===== config.mk =====
export PLATFORM = sky130hd
export DESIGN_NAME = hamming_tx
export DESIGN_NICKNAME = d
export VERILOG_FILES = /design/src/rtl/hamming_tx.sv
export SDC_FILE = /design/constraint.sdc
export NUM_CORES = 1
export LEC_CHECK = 0
export ABC_AREA = 1
export CAP_MARGIN = 30
export CORE_UTILIZATION = 50
export CTS_CLUSTER_DIAMETER = 80
export DETAILED_ROUTE_END_ITERATION = 7
export HOLD_SLACK_MARGIN = 0.1
export PLACE_DENSITY = 0.75
export RECOVER_POWER = 25
export SYNTH_ARGS = -nofsm -noshare
export SYNTH_HDL_FRONTEND = slang
export SYNTH_SLANG_ARGS = --single-unit

===== constraint.sdc =====
create_clock -name clk -period 1.9 [get_ports clk]
set_clock_uncertainty 0.1 [all_clocks]
set_input_delay 0.57 -clock clk [delete_from_list [all_inputs] [get_ports clk]]
set_output_delay 0.57 -clock clk [all_outputs]
set_load 0.005 [all_outputs]

===== src/rtl/hamming_tx.sv =====
// Hamming(7,4) serial transmitter: encodes a nibble and shifts the codeword out MSB (A[6]) first.
// Optional error injection is enabled by defining HAMMING_TX_ERRINJ_EN (adds inj_en / inj_pos).
module hamming_tx (
   input  logic       clk,
   input  logic       rst_n,
   input  logic       in_valid,
   output logic       in_ready,
   input  logic [3:0] in_data,
`ifdef HAMMING_TX_ERRINJ_EN
   input  logic       inj_en,
   input  logic [2:0] inj_pos,
`endif
   output logic       tx_valid,
   input  logic       tx_ready,
   output logic       tx_bit,
   output logic       tx_sof,
   output logic       tx_eof,
   output logic [7:0] frame_cnt
);

   typedef enum logic {IDLE, SEND} state_t;

   state_t     state, state_nx;
   logic [6:0] shreg, shreg_nx;
   logic [2:0] cnt, cnt_nx;
   logic [7:0] frame_cnt_nx;
   logic [6:0] code, load_word;
   logic       last, xfer, hs;

   // Bit order {A6..A0} = {D3, D2, D1, P3, D0, P1, P0}
   function automatic logic [6:0] encode(input logic [3:0] d);
      return {d[3], d[2], d[1], d[3] ^ d[2] ^ d[1], d[0],
              d[3] ^ d[2] ^ d[0], d[3] ^ d[1] ^ d[0]};
   endfunction

   always_comb begin
      code      = encode(in_data);
      load_word = code;
`ifdef HAMMING_TX_ERRINJ_EN
      if (inj_en && (inj_pos != 3'd7))
         load_word = code ^ (7'b000_0001 << inj_pos);
`endif
   end

   always_comb begin
      tx_valid = (state == SEND);
      last     = tx_valid && (cnt == 3'd6);
      xfer     = tx_valid && tx_ready;
      in_ready = (state == IDLE) || (last && tx_ready);
      hs       = in_valid && in_ready;
      tx_bit   = tx_valid && shreg[6];
      tx_sof   = tx_valid && (cnt == 3'd0);
      tx_eof   = last;
   end

   // A new word loaded on the final-bit edge overrides the return to IDLE.
   always_comb begin
      state_nx     = state;
      shreg_nx     = shreg;
      cnt_nx       = cnt;
      frame_cnt_nx = frame_cnt;
      if (xfer) begin
         shreg_nx = {shreg[5:0], 1'b0};
         cnt_nx   = cnt + 3'd1;
         if (last) begin
            frame_cnt_nx = frame_cnt + 8'd1;
            state_nx     = IDLE;
            cnt_nx       = '0;
         end
      end
      if (hs) begin
         shreg_nx = load_word;
         cnt_nx   = '0;
         state_nx = SEND;
      end
   end

   always_ff @(posedge clk or negedge rst_n) begin
      if (!rst_n) begin
         state     <= IDLE;
         shreg     <= '0;
         cnt       <= '0;
         frame_cnt <= '0;
      end else begin
         state     <= state_nx;
         shreg     <= shreg_nx;
         cnt       <= cnt_nx;
         frame_cnt <= frame_cnt_nx;
      end
   end

endmodule


==> flow_metrics.tcl, run 1 <==
set metrics [dict create \
    outcome "finished, violations left" \
    violations "setup timing" \
    final_cell_mix "43 x nand2_1, 27 x inv_1, 21 x buf_4" \
    grt_pass1_vias 999 \
    synthTopCellsByArea "dfrtp_1 43%, nand2_1 15%, inv_1 9.6%" \
    slew_headroom_pct 31.8 \
    syn_area_per_cell_um2 7.75 \
    die_width_um 48.9 \
    hold_viol_final 0 \
    fin_ws_ns -0.0370 \
    path_buf_inv 2 \
    antenna_found_initial 0 \
    crit_path_max_fanout 3 \
    tightest_slew_ns 1.02 \
    worst-endpoint-required_ns 1.23 \
    synth_area_mm2 0.00110 \
    die-area_mm2 0.00239 \
    clk_path_buf_depth 2 \
    arrival_ns 1.27 \
    synth_area_leader_cell "dfrtp_1" \
    end_kind "output pin" \
    fin_nets 202 \
    syn_inst 142 \
    fp.dieH_um 48.9 \
    grt_overflow 0 \
    yosysWarningCount 0 \
    postPlaceCellArea_mm2 0.00141 \
    wl_met3_um 47 \
    finalSetupViolCount 3 \
    period_share_pct 102 \
    top_layer "met4" \
    ant_nets 0 \
    io_pins 21 \
    period_needed_ns 1.94 \
    stdcell_area_mm2 0.00157 \
    route.met2.wl_um 1300 \
    holdCritPathClass "flip-flop to flip-flop" \
    hold_ws_ns 0.400 \
    yosysUniqueCellTypes 23 \
    insertion_delay_ns 0.29 \
    path_delay_family "flip-flops" \
    vias 1022 \
    cts.hold.buffers_added 0 \
    start_util_pct 54.4 \
    htree_levels 1 \
    ys_ff_latch 19 \
    slowest_delay_ns 0.41 \
    drv_cap 0 \
    antenna_cells 0 \
    fmax_mhz 516 \
    cp-start-kind "flip-flop" \
    finalMaxSlewViolations 0 \
    power_density_mw_per_mm2 1100 \
    wl_per_cell_um 11.4 \
    drt-vias-per-instance 4.73 \
    hpwl_um 1610 \
    grt_pass1_wl_um 4110 \
    port_buffers 20 \
    met1Wirelength_um 1090 \
    area_growth_pct 43.0 \
    rows 16 \
    drive_above_1_share_pct 23.8 \
    gp_congestion 0.782 \
    clock-root-buffer "clkbuf_4" \
    p_leak_nw 0.892 \
    first_pass_iters 6 \
    rsz0062_at_grt "yes" \
    ir_drop_mv 0.809 \
    core_mm2 0.00202 \
    grt_max_degree 20 \
    clkTransAtPathRegs_ns 0.11 \
    yosysSeqAreaShare_pct 43.2 \
    path_class "flip-flop to output pin" \
    clkSinkCount 19 \
    crit_chain "inv_2, ha_4, nand2_4, o21bai_4, buf_2" \
    cp_slowest_cell "dfrtp_1" \
    synth_fp_nets 154 \
    drcViolationCount 0 \
    cts_made_buffers 3 \
    tritoncts "yes" \
    wl_um 2460 \
    final_common_cell "nand2_1" \
    first_iter_violations 13 \
    yosys.area.top_type_share_pct 43.2 \
    grt_use_total_pct 22.2 \
]
-- sequential cells by signal (all words and copies together), names as in the netlist --
| name | cells |
|---|---|
| frame_cnt | 8 |
| shreg | 7 |
| cnt | 3 |
| tx_valid | 1 |
-- cell type report --
class,instances,area [µm²]
Tap cell,27,33.8
Multi-Input combinational cell,94,552
Clock buffer,3,22.5
Clock inverter,1,5.00
Inverter,28,105
Sequential cell,19,477
Fill cell,151,449
Timing Repair Buffer,44,378
-- per-stage QoR --
| stage | setup TNS, ns | worst slack [ns] | cells | total power, W | utilization, % |
|---|---|---|---|---|---|
| 6_report | -0.0436 | -0.0370 | 216 | 0.00173 | 77.8 |
| 3_3_place_gp | -1.05 | -0.565 | 197 | 0.00132 | 69.6 |
| 2_1_floorplan | 0 | 0.311 | 142 | 0.00100 | - |
| 4_1_cts | -0.0687 | -0.0365 | 210 | 0.00166 | 75.6 |
| 3_5_place_dp | -1.18 | -0.562 | 197 | 0.00134 | 69.6 |
| 5_1_grt | -0.329 | -0.113 | 216 | 0.00188 | 77.8 |
-- layer usage --
metal / vias to the layer above / GRT usage, %
met4: 0 / 6.86
met5: - / 0
met1: 471 / 27.5
li1: 530 / -
met3: 4 / 2.18
met2: 17 / 40.3
-- cell usage after synthesis --
| master | number |
|---|---|
| a21oi_1 | 1 |
| xor2_1 | 3 |
| a21o_2 | 1 |
| nor2_1 | 5 |
| nor2_4 | 1 |
| nand4_1 | 3 |
| buf_4 | 1 |
| o22ai_1 | 1 |
| ha_1 | 4 |
| nand3_2 | 1 |
| o21ai_1 | 1 |
| nand2_2 | 2 |
| nand3_1 | 13 |
| dfrtp_1 | 19 |
| o21bai_1 | 1 |
| inv_1 | 28 |
| o21ai_0 | 6 |
| nand2_1 | 44 |
| nand2_4 | 1 |
| nor2_2 | 1 |
| o21ai_2 | 1 |
| xnor2_1 | 3 |
| o21bai_4 | 1 |
-- timing repair --
| item | CTS | global route |
|---|---|---|
| pin swaps | 5 | 2 |
| setup endpoints to repair | 10 | 6 |
| gates resized for setup | 25 | 1 |
| endpoints found under the hold margin | 0 | 0 |
| buffers inserted | 9 | 6 |
-- report_power, final --
group | switching [W] | internal (W)
logic | 0.000414 | 0.000486
registers | 0.0000941 | 0.000533
clock network | 0.000125 | 0.0000782
total | 0.000633 | 0.00110
-- kinds of logic after synthesis --
family / count (synthesis) / share of synthesized area (%)
xor gates and xnor gates: 6 / 4.78
buffers and inverters: 29 / 10.2
AOI/OAI and AO/OA: 13 / 8.19
adders and majority gates: 4 / 4.55
DFF: 19 / 43.2
and+or+nand+nor: 71 / 29.0
-- worst paths after layout --
kind / slack, ns / end / cells past startpoint / startpoint
worst max-delay path: -0.04 / in_ready / 5 / cnt[0]
worst min-delay path: 0.40 / shreg[1] / 2 / shreg[1]
worst max register to register: 0.29 / frame_cnt[5] / 8 / cnt[0]
worst min register to register: 0.40 / shreg[1] / 2 / shreg[1]
max in group asynchronous: 0.20 / tx_valid / 2 / rst_n
min in group asynchronous: 0.82 / frame_cnt[3] / 2 / rst_n
-- tightest hold or removal path: cells and delay by family (launching register included) --
kind	cells	cell delay, ns
flops	1	0.36
simple gates	2	0.11
Note: power is estimated with default switching activity, not from simulation.
==> run 2: changes to the inputs <==
--- a/config.mk
+++ b/config.mk
@@ -7,6 +7,7 @@
 export LEC_CHECK = 0
 export ABC_AREA = 1
 export CAP_MARGIN = 30
+export CORE_MARGIN = 2
 export CORE_UTILIZATION = 50
 export CTS_CLUSTER_DIAMETER = 80
 export DETAILED_ROUTE_END_ITERATION = 7
==> flow_metrics.tcl, run 2 (synthesized netlist as in run 1, its figures left out) <==
set metrics [dict create \
    drcViolationCount 0 \
    port_buffers 20 \
    top_layer "met4" \
    io_pins 21 \
    start_util_pct 54.4 \
    drive_above_1_share_pct 23.7 \
    wl_per_cell_um 11.1 \
    postPlaceCellArea_mm2 0.00141 \
    worst-endpoint-required_ns 1.23 \
    cp-start-kind "flip-flop" \
    period_share_pct 101 \
    path_class "flip-flop to output pin" \
    clock-root-buffer "clkbuf_4" \
    period_needed_ns 1.92 \
    hold_ws_ns 0.405 \
    final_cell_mix "43 x nand2_1, 26 x inv_1, 18 x buf_4" \
    p_leak_nw 0.874 \
    place_ws_ns -0.566 \
    rsz0062_at_grt "yes" \
    rows 16 \
    layout.cells.non_filler 213 \
    violations "setup timing" \
    outcome "finished, violations left" \
    clk_path_buf_depth 2 \
    tightest_slew_ns 1.07 \
    antenna_cells 0 \
    largest_register_ffs 8 \
    cts_made_buffers 3 \
    vias 1019 \
    wl_met3_um 85 \
    end_kind "output pin" \
    insertion_delay_ns 0.29 \
    cts.hold.buffers_added 0 \
    fmax_mhz 521 \
    area_growth_pct 41.1 \
    first_pass_iters 4 \
    final_common_cell "nand2_1" \
    ant_nets 0 \
    tritoncts "yes" \
    finalMaxSlewViolations 0 \
    arrival_ns 1.25 \
    slew_headroom_pct 29.0 \
    die_width_um 50.9 \
    clkSinkCount 19 \
    die-area_mm2 0.00259 \
    hold_viol_final 0 \
    fin_ws_ns -0.0199 \
    grt_pass1_wl_um 4180 \
    fp.dieH_um 50.9 \
    core_mm2 0.00202 \
    ir_drop_mv 0.869 \
    stdcell_area_mm2 0.00155 \
    first_iter_violations 11 \
    drt-vias-per-instance 4.78 \
    grt_use_total_pct 21.2 \
    grt_overflow 0 \
    clkTransAtPathRegs_ns 0.12 \
    htree_levels 1 \
    dp_cells 197 \
    crit_path_max_fanout 3 \
    drv_cap 0 \
    finalSetupViolCount 1 \
    power_w 0.00170 \
    grt_pass1_vias 1056 \
    wl_um 2360 \
    top_regs "frame_cnt (8), shreg (7), cnt (3)" \
    fin_nets 199 \
    holdCritPathClass "flip-flop to flip-flop" \
    gp_congestion 0.786 \
    hpwl_um 1730 \
    antenna_found_initial 0 \
    top_register "frame_cnt" \
    met1Wirelength_um 981 \
    grt_max_degree 20 \
    power_density_mw_per_mm2 1090 \
    route.met2.wl_um 1260 \
]
==> run 2: timing repair <==
item / 4_1_cts / 5_1_grt
resized for setup: 27 / 1
setup buffers: 10 / 2
pin swaps: 4 / 1
hold endpoints to repair: 0 / 0
setup endpoints to repair: 11 / 5
==> run 2: worst paths after layout <==
kind,from,to,slack (ns),cells after the start
worst min register to register,shreg[3],shreg[3],0.40,2
worst max-delay path,cnt[0],in_ready,-0.02,5
worst max register to register,cnt[0],frame_cnt[6],0.30,9
max in group asynchronous,rst_n,tx_valid,0.18,2
min in group asynchronous,rst_n,frame_cnt[2],0.80,2
worst min-delay path,shreg[3],shreg[3],0.40,2
==> run 2: final cells by class <==
cell class              instances  area (µm²)
multi-input cells              94         552
flip-flops and latches         19         478
fillers                       138         470
repair buffers                 41         355
inverters                      28         105
well taps                      27        33.8
clock buffers                   3        22.5
clock inverters                 1        5.00
==> run 2: stage by stage <==
stage | setup TNS [ns] | util, %
finish | -0.0199 | 76.7
detailed placement | -1.24 | 69.6
CTS | -0.0676 | 76.1
global route | -0.251 | 76.7
global placement | -1.05 | 69.6
floorplan | 0 | -
==> run 2: power breakdown <==
group	leakage, nW	switching [W]	internal (W)
registers	0.245	0.0000934	0.000535
clock network	0.0177	0.000128	0.0000783
logic	0.612	0.000400	0.000464
total	0.874	0.000621	0.00108
==> run 2: per-layer routing <==
metal	GRT usage, %	vias up
li1	-	526
met4	8.11	0
met5	0	-
met1	21.6	466
met3	2.63	4
met2	42.9	23
==> run 2: critical path, cell delays in order, from the launching register on <==
cell and delay, ns:
dfrtp_1 0.41, inv_2 0.10, ha_4 0.15, nand2_4 0.07
o21bai_4 0.12, buf_2 0.12
==> run 3: changes to the inputs <==
--- a/config.mk
+++ b/config.mk
@@ -14,6 +14,7 @@
 export HOLD_SLACK_MARGIN = 0.1
 export PLACE_DENSITY = 0.75
 export RECOVER_POWER = 25
+export SLEW_MARGIN = 20
 export SYNTH_ARGS = -nofsm -noshare
 export SYNTH_HDL_FRONTEND = slang
 export SYNTH_SLANG_ARGS = --single-unit
==> results of run 3 <==
Same layout as run 2: the final DEF is identical, and so are final timing and power.
